## src/rtl/seq_transmitter_pkg.sv

```systemverilog
// Shared definitions for the serial pattern transmitter and the detector benches.
// Holds the FSM state encoding and the length-clamp rule.
package seq_transmitter_pkg;

   typedef enum logic [1:0] {
      ST_IDLE = 2'd0,
      ST_SEND = 2'd1,
      ST_DONE = 2'd2
   } state_t;

   // A length of zero, or one longer than the pattern, means "send the whole pattern".
   function automatic int clamp_len(input int len, input int w);
      return ((len == 0) || (len > w)) ? w : len;
   endfunction

endpackage

```

## src/rtl/seq_transmitter_if.sv

```systemverilog
// Control/stream bundle between a transmitter and whoever drives it.
// The master issues start/adv/abort; the slave returns the serial bit and status.
interface seq_transmitter_if #(
   parameter int W  = 8,
   parameter int LW = $clog2(W) + 1
);
   logic          start;
   logic [W-1:0]  pattern;
   logic [LW-1:0] len;
   logic          rpt;
   logic          adv;
   logic          abort;
   logic          w;
   logic          busy;
   logic          done;
   logic [LW-1:0] bit_cnt;

   modport master (
      output start, pattern, len, rpt, adv, abort,
      input  w, busy, done, bit_cnt
   );

   modport slave (
      input  start, pattern, len, rpt, adv, abort,
      output w, busy, done, bit_cnt
   );
endinterface

```

## src/rtl/seq_transmitter_piso_shift.sv

```systemverilog
// W-bit parallel-in serial-out register, MSB first.
// Load wins over shift; a shift fills the vacated LSB with 0.
module piso_shift #(
   parameter int W = 8
) (
   input  logic         clk,
   input  logic         reset,
   input  logic         i_load,
   input  logic         i_shift,
   input  logic [W-1:0] i_din,
   output logic         o_msb
);
   logic [W-1:0] r_shreg;

   always_ff @(posedge clk) begin
      if (reset)        r_shreg <= '0;
      else if (i_load)  r_shreg <= i_din;
      else if (i_shift) r_shreg <= {r_shreg[W-2:0], 1'b0};
   end

   assign o_msb = r_shreg[W-1];
endmodule

```

## src/rtl/seq_transmitter.sv

```systemverilog
// Serialises a latched pattern onto w, one bit per adv strobe, optionally repeating.
// Moore outputs: everything visible is decoded from the state and registers.
module seq_transmitter
   import seq_transmitter_pkg::*;
#(
   parameter int W  = 8,
   parameter int LW = $clog2(W) + 1
) (
   input  logic             clk,
   input  logic             reset,
   seq_transmitter_if.slave bus
);
   state_t        r_state, w_next;
   logic [LW-1:0] r_cnt, r_len_q;
   logic [W-1:0]  r_pat_q;
   logic          r_rpt_q;
   logic          w_load, w_shift, w_msb, w_accept, w_step;
   logic [W-1:0]  w_din;
   logic [LW-1:0] w_eff_len;

   assign w_eff_len = LW'(clamp_len(int'(bus.len), W));
   assign w_accept  = (r_state == ST_IDLE) && bus.start && !bus.abort;
   assign w_step    = (r_state == ST_SEND) && bus.adv && !bus.abort;

   always_ff @(posedge clk) begin
      if (reset) r_state <= ST_IDLE;
      else       r_state <= w_next;
   end

   always_comb begin
      w_next  = r_state;
      w_load  = 1'b0;
      w_shift = 1'b0;
      w_din   = bus.pattern;
      case (r_state)
         ST_IDLE: if (w_accept) begin
            w_next = ST_SEND;
            w_load = 1'b1;
         end
         ST_SEND: if (w_step) begin
            if (r_cnt > LW'(1)) begin
               w_shift = 1'b1;
            end else if (r_rpt_q) begin
               w_load = 1'b1;
               w_din  = r_pat_q;
            end else begin
               w_next = ST_DONE;
            end
         end
         ST_DONE: w_next = ST_IDLE;
         default: w_next = ST_IDLE;
      endcase
      // abort beats start, adv and completion alike
      if (bus.abort) w_next = ST_IDLE;
   end

   always_ff @(posedge clk) begin
      if (reset) begin
         r_cnt   <= '0;
         r_len_q <= '0;
         r_pat_q <= '0;
         r_rpt_q <= 1'b0;
      end else if (w_accept) begin
         r_cnt   <= w_eff_len;
         r_len_q <= w_eff_len;
         r_pat_q <= bus.pattern;
         r_rpt_q <= bus.rpt;
      end else if (w_step) begin
         if (r_cnt > LW'(1)) r_cnt <= r_cnt - LW'(1);
         else if (r_rpt_q)   r_cnt <= r_len_q;
      end
   end

   piso_shift #(.W(W)) u_piso (
      .clk     (clk),
      .reset   (reset),
      .i_load  (w_load),
      .i_shift (w_shift),
      .i_din   (w_din),
      .o_msb   (w_msb)
   );

   assign bus.w       = (r_state == ST_SEND) ? w_msb : 1'b0;
   assign bus.busy    = (r_state == ST_SEND);
   assign bus.done    = (r_state == ST_DONE);
   assign bus.bit_cnt = (r_state == ST_SEND) ? r_cnt : '0;
endmodule

```

## src/flat_wrapper.sv

```systemverilog
// flat-port wrapper written by rule: the top's interface ports become plain ports
module seq_transmitter_flat import seq_transmitter_pkg::*;
#(
   parameter int W  = 8,
   parameter int LW = $clog2(W) + 1
)
  (clk, reset, bus_start, bus_pattern, bus_len, bus_rpt, bus_adv, bus_abort, bus_w, bus_busy, bus_done, bus_bit_cnt);
  seq_transmitter_if #(.W(W), .LW(LW)) bus_i ();
  input  logic clk;
  input  logic reset;
  input wire logic [$bits(bus_i.start)-1:0] bus_start;
  input wire logic [$bits(bus_i.pattern)-1:0] bus_pattern;
  input wire logic [$bits(bus_i.len)-1:0] bus_len;
  input wire logic [$bits(bus_i.rpt)-1:0] bus_rpt;
  input wire logic [$bits(bus_i.adv)-1:0] bus_adv;
  input wire logic [$bits(bus_i.abort)-1:0] bus_abort;
  output wire logic [$bits(bus_i.w)-1:0] bus_w;
  output wire logic [$bits(bus_i.busy)-1:0] bus_busy;
  output wire logic [$bits(bus_i.done)-1:0] bus_done;
  output wire logic [$bits(bus_i.bit_cnt)-1:0] bus_bit_cnt;
  assign bus_i.start = bus_start;
  assign bus_i.pattern = bus_pattern;
  assign bus_i.len = bus_len;
  assign bus_i.rpt = bus_rpt;
  assign bus_i.adv = bus_adv;
  assign bus_i.abort = bus_abort;
  assign bus_w = bus_i.w;
  assign bus_busy = bus_i.busy;
  assign bus_done = bus_i.done;
  assign bus_bit_cnt = bus_i.bit_cnt;
  seq_transmitter #(.W(W), .LW(LW)) u_core (.clk(clk), .reset(reset), .bus(bus_i));
endmodule
```

## config.mk

```make
export PLATFORM = sky130hd
export DESIGN_NAME = seq_transmitter_flat
export DESIGN_NICKNAME = d
export VERILOG_FILES = /design/src/rtl/seq_transmitter_pkg.sv /design/src/rtl/seq_transmitter_if.sv /design/src/rtl/seq_transmitter_piso_shift.sv /design/src/rtl/seq_transmitter.sv /design/src/flat_wrapper.sv
export SDC_FILE = /design/constraint.sdc
export NUM_CORES = 1
export LEC_CHECK = 0
export ABC_AREA = 1
export CAP_MARGIN = 20
export CORE_MARGIN = 2
export CORE_UTILIZATION = 45
export DETAILED_ROUTE_END_ITERATION = 12
export PLACE_DENSITY = 0.65
export SKIP_CTS_REPAIR_TIMING = 1
export SYNTH_ARGS = -nofsm -noshare
export SYNTH_HDL_FRONTEND = slang
export SYNTH_SLANG_ARGS = --single-unit
```

## constraint.sdc

```tcl
create_clock -name clk -period 1.6 [get_ports clk]
set_input_delay 0.32 -clock clk [delete_from_list [all_inputs] [get_ports clk]]
set_output_delay 0.32 -clock clk [all_outputs]
set_load 0.01 [all_outputs]
```

==> summary.txt, run 1 <==
WHS -> 0.466 ns
sequential cell area -> 546 um2
Max Cap Viol -> 0
Top Family by Delay on Critical Path -> simple AND/OR/NAND/NOR gates
core region area -> 0.00334 mm2
Die ar. -> 0.00395 mm2
io pins -> 25
final period utilization -> 0.966
CTS tree -> built
worst r2r src -> u_core.r_cnt[0]
CP required -> 1.86 ns
grt ovf -> 0
Setup crit start -> u_core.r_cnt[0]
Post-Syn Area -> 0.00156 mm2
crit-path cells -> inv_2, ha_2, inv_1, nand2_4, buf_4, nand2_2, nand3_1, o211ai_1, nand2_1, nor2_1, nor2_1
Setup Viol. Count Final -> 0
CTS Buffer Depth -> 2
R2R depth -> 11
worst vdd ir -> 0.351 mV
wire per inst -> 11.4 um
CP Depth -> 11
most used cell, CP -> nor2_1
initial antenna violation count -> 0
Util after Layout -> 0.619
most frequent cells in the layout -> 46 x nand2_1, 35 x nor2_1, 23 x dfxtp_1
area delta synth->final -> 32.4%
Post-Syn Nets -> 248
Num Clock Sinks -> 27
worst-path fanout max -> 5
Root Driver -> clkbuf_4
row cnt -> 21
#FFs+latches synth -> 27
CP max-delay cell -> dfxtp_2
most common cell after layout, fill and taps aside -> nand2_1
Fill cells -> 326
GRT Total Usage -> 0.189
Post-Route WL -> 3570 um
area used by multi-input combinational logic -> 940 um2
Clock transition at path regs -> 0.16 ns
Max Slew Vio Count -> 0
# diodes -> 0
total CTS buffers -> 3
largest net degree at the start of global routing -> 20
Clk Latency, worst-skew pair -> 0.34 ns
DR vias/cell -> 4.82
drt pass-1 iters -> 4
via count -> 1,514
worst min path class -> register to register
setup TNS -> 0 ns
fmax -> 0.647 GHz
Worst Clk Skew -> 0.00522 ns
Slew HR -> 0.717
Hold Path Origin -> u_core.r_pat_q[3]
first-pass GRT wire length -> 6040 um
die height -> 62.9 um
minimum clock period -> 1.55 ns
Power Density -> 698 mW/mm2
Starting Density -> 0.467
endpoints failing hold -> 0
CP arrival -> 1.81 ns
Die Span X -> 62.9 um
Post-Syn Instances -> 228
Setup CP Type -> register to register
outcome -> finished, final reports clean
part of the Yosys area used for sequential elements -> 0.347
r2r setup slk -> 0.05 ns
hold path depth -> 2
Setup crit start kind -> register
first-iteration detailed-routing DRC count -> 83
vias in the first global route -> 1,340
placed wire-length estimate -> 2630 um
Pleak -> 1.02 nW
Buffers on Ports -> 24
fraction of layout cells with a size suffix above 1 -> 0.205
Cell variety after synth -> 27
overall power -> 1.44 mW
Synth Area per Inst -> 6.84 um2
Final ANT Viol Nets -> 0
depth of the CTS H-tree -> 1
GP Congestion -> 0.793
largest stage delay on the critical path -> 0.39 ns
Final nets -> 289
residual DRC count -> 0
CP bufs+invs -> 3
Crit. End Element -> register
total number of yosys warnings -> 0
measured slew at the worst slew-check pin -> 0.424 ns
-- routing by layer --
| layer | vias up | global-route usage | wire (um) |
|---|---|---|---|
| li1 | 820 | - | - |
| met1 | 665 | 0.266 | 1850 |
| met2 | 24 | 0.290 | 1580 |
| met3 | 5 | 0.0270 | 84 |
| met4 | 0 | 0.0750 | 57 |
| met5 | - | 0 | 0 |
-- cell type report --
| class | count | area share |
|---|---|---|
| Clock buffer | 3 | 0.0109 |
| Clock inverter | 1 | 0.00242 |
| Inverter | 28 | 0.0545 |
| Multi-Input combinational cell | 169 | 0.455 |
| Sequential cell | 27 | 0.264 |
| Tap cell | 46 | 0.0279 |
| Timing Repair Buffer | 40 | 0.185 |
-- sequential cells by signal, summed over array words and instances, names as in the netlist --
| name | cells |
|---|---|
| u_core.u_piso.r_shreg | 8 |
| u_core.r_cnt | 4 |
| u_core.r_pat_q | 8 |
| u_core.r_len_q | 4 |
| u_core.r_rpt_q | 1 |
| u_core.r_state | 2 |
-- cell usage after synthesis (all sizes together) --
master  number  area (um2)
nand2       54         241
a21oi       15        78.8
dfxtp       27         541
o21bai       7        52.6
nor2        44         224
inv         28         110
buf          4        22.5
o211ai       1        7.51
clkbuf       1        3.75
o21ai       18        93.8
o31ai        2        15.0
nand3       17        95.1
nand4        7        43.8
ha           2        25.0
nor3         1        5.00
-- stage by stage --
stage	instance area, um2	setup slack (ns)	instances
floorplan	1560	0.134	228
global placement	1940	-0.163	308
detailed placement	1940	-0.166	308
CTS	1970	-0.339	312
global route	2060	-0.0352	314
finish	2060	0.0548	314
-- power breakdown --
group	switching, mW	internal (mW)
logic	0.219	0.168
clock network	0.221	0.0943
registers	0.0249	0.713
-- path summary, 6_finish.rpt --
| check | endpoint |
|---|---|
| setup / recovery | u_core.r_cnt[2] |
| hold / removal | u_core.r_pat_q[3] |
| setup reg to reg | u_core.r_cnt[2] |
| hold reg to reg | u_core.r_pat_q[3] |
-- worst reg2reg max path, delay by kind of cell (launching register included) --
kind / cells / cell delay (ns)
adders and majority gates: 1 / 0.17
DFF: 1 / 0.39
buffers and inverters: 3 / 0.30
AOI/OAI and AO/OA: 1 / 0.09
and+or+nand+nor: 6 / 0.51
-- cells by family (layout without fill, tap and decap cells) --
group / after synthesis / count (layout) / share of synthesized area
compound gates: 43 / 43 / 0.159
simple gates: 123 / 124 / 0.391
buf+inv: 33 / 72 / 0.0875
fa+ha+maj: 2 / 2 / 0.0160
flops: 27 / 27 / 0.347
Note: power is estimated with default switching activity, not from simulation.
==> run 2: changes to the inputs <==
--- a/config.mk
+++ b/config.mk
@@ -7,6 +7,7 @@
 export LEC_CHECK = 0
 export ABC_AREA = 1
 export CAP_MARGIN = 20
+export CORE_ASPECT_RATIO = 1.2
 export CORE_MARGIN = 2
 export CORE_UTILIZATION = 45
 export DETAILED_ROUTE_END_ITERATION = 12
==> run 2 against run 1 <==
Compared with the run above:
- utilization up 2.1 points
- register-to-register slack better by 0.08 ns
- combinational power is 9.5% higher
- sequential share of layout area fell by 0.77 points
- largest cell class unchanged
- cell area rose by 3.5%
- highest routed layer unchanged
==> summary.txt, run 2 (synthesized netlist as in run 1, its figures left out) <==
outcome -> finished, final reports clean
Post-Route WL -> 3680 um
placement-stage cell area -> 0.00195 mm2
drt pass-1 iters -> 4
via count -> 1,553
io pins -> 25
fin cells -> 307
Num Clock Sinks -> 27
measured slew at the worst slew-check pin -> 0.369 ns
CTS Buffer Depth -> 2
total CTS buffers -> 3
endpoints failing hold -> 0
worst-path fanout max -> 10
fmax -> 0.665 GHz
min setup slack post-route -> 0.0952 ns
Max Cap Viol -> 0
largest stage delay on the critical path -> 0.44 ns
Clock transition at path regs -> 0.10 ns
worst vdd ir -> 0.582 mV
residual DRC count -> 0
worst min path class -> register to register
# diodes -> 0
GP Congestion -> 0.827
die height -> 68.5 um
Max Slew Vio Count -> 0
final period utilization -> 0.941
area delta synth->final -> 37.0%
Crit. End Element -> register
Largest regs -> u_core.r_pat_q: 8 flops, u_core.u_piso.r_shreg: 8 flops
grt ovf -> 0
depth of the CTS H-tree -> 1
Power Density -> 733 mW/mm2
Place WS -> -0.179 ns
unrepaired setup endpoints after global routing -> no
Root Driver -> clkbuf_8
core region area -> 0.00334 mm2
DR vias/cell -> 5.06
Die ar. -> 0.00395 mm2
first-iteration detailed-routing DRC count -> 41
Buffers on Ports -> 24
CTS tree -> built
Clk Latency, worst-skew pair -> 0.28 ns
first-pass GRT wire length -> 5960 um
Final ANT Viol Nets -> 0
Pleak -> 1.04 nW
Final nets -> 291
largest net degree at the start of global routing -> 20
crit-path cells -> clkdlybuf4s50_1, inv_1, nand2_1, nor2_8, nand2_8, inv_6, nor2_8, nor2_1, nor2_1
placed wire-length estimate -> 2730 um
Setup CP Type -> input pin to register
Die Span X -> 57.7 um
Setup crit start kind -> input pin
CP required -> 1.78 ns
most common cell after layout, fill and taps aside -> nand2_1
r2r setup slk -> 0.13 ns
Setup Viol. Count Final -> 0
setup TNS -> 0 ns
Design Area, Final -> 0.00214 mm2
GRT Total Usage -> 0.199
CP arrival -> 1.68 ns
Slew HR -> 0.754
row cnt -> 23
CP max-delay cell -> clkdlybuf4s50_1
fraction of layout cells with a size suffix above 1 -> 0.204
most frequent cells in the layout -> 47 x nand2_1, 38 x nor2_1, 23 x dfxtp_1
minimum clock period -> 1.50 ns
CP bufs+invs -> 3
initial antenna violation count -> 0
Starting Density -> 0.467
Placed Instances -> 300
Worst Clk Skew -> 0.00497 ns
Top Family by Delay on Critical Path -> simple AND/OR/NAND/NOR gates
wire per inst -> 12.0 um
vias in the first global route -> 1,456
## run 2: final timing paths
check,start,endpoint,depth (start not counted)
max,bus_abort,u_core.r_cnt[1],9
min,u_core.r_pat_q[1],u_core.r_pat_q[1],2
max reg2reg,u_core.r_cnt[0],u_core.u_piso.r_shreg[1],11
min reg2reg,u_core.r_pat_q[1],u_core.r_pat_q[1],2
## run 2: metrics by stage
stage | total power, mW | hold slack (ns) | utilization
6_report | 1.57 | 0.458 | 0.640
4_1_cts | 1.50 | 0.462 | 0.599
3_3_place_gp | 1.10 | 0.445 | 0.585
5_1_grt | 1.66 | 0.479 | 0.640
2_1_floorplan | 0.963 | 0.389 | -
3_5_place_dp | 1.10 | 0.449 | 0.585
## run 2: power breakdown
part | switching [mW] | internal, mW | total (mW)
clock network | 0.226 | 0.175 | 0.401
registers | 0.0283 | 0.712 | 0.740
logic | 0.234 | 0.191 | 0.425
total | 0.488 | 1.08 | 1.57
## run 2: layout make-up
type	count	area, um2
tap	37	46.3
clock buffer	3	41.3
timing repair buffer	42	409
inverter	28	118
clock inverter	1	5.00
fill	293	1200
sequential	27	548
multi-input combinational	169	968
## run 2: tightest hold or removal path: stages (launching register included)
cell and delay [ns]:
dfxtp_1 0.31, inv_1 0.06, a21oi_1 0.05
## run 2: layer usage
metal  GRT usage  up-vias  share of wire
met4      0.0785        0          0.016
li1            -      818              -
met1       0.205      703           0.43
met5           0        -              0
met3      0.0284        5          0.030
met2       0.398       27           0.52
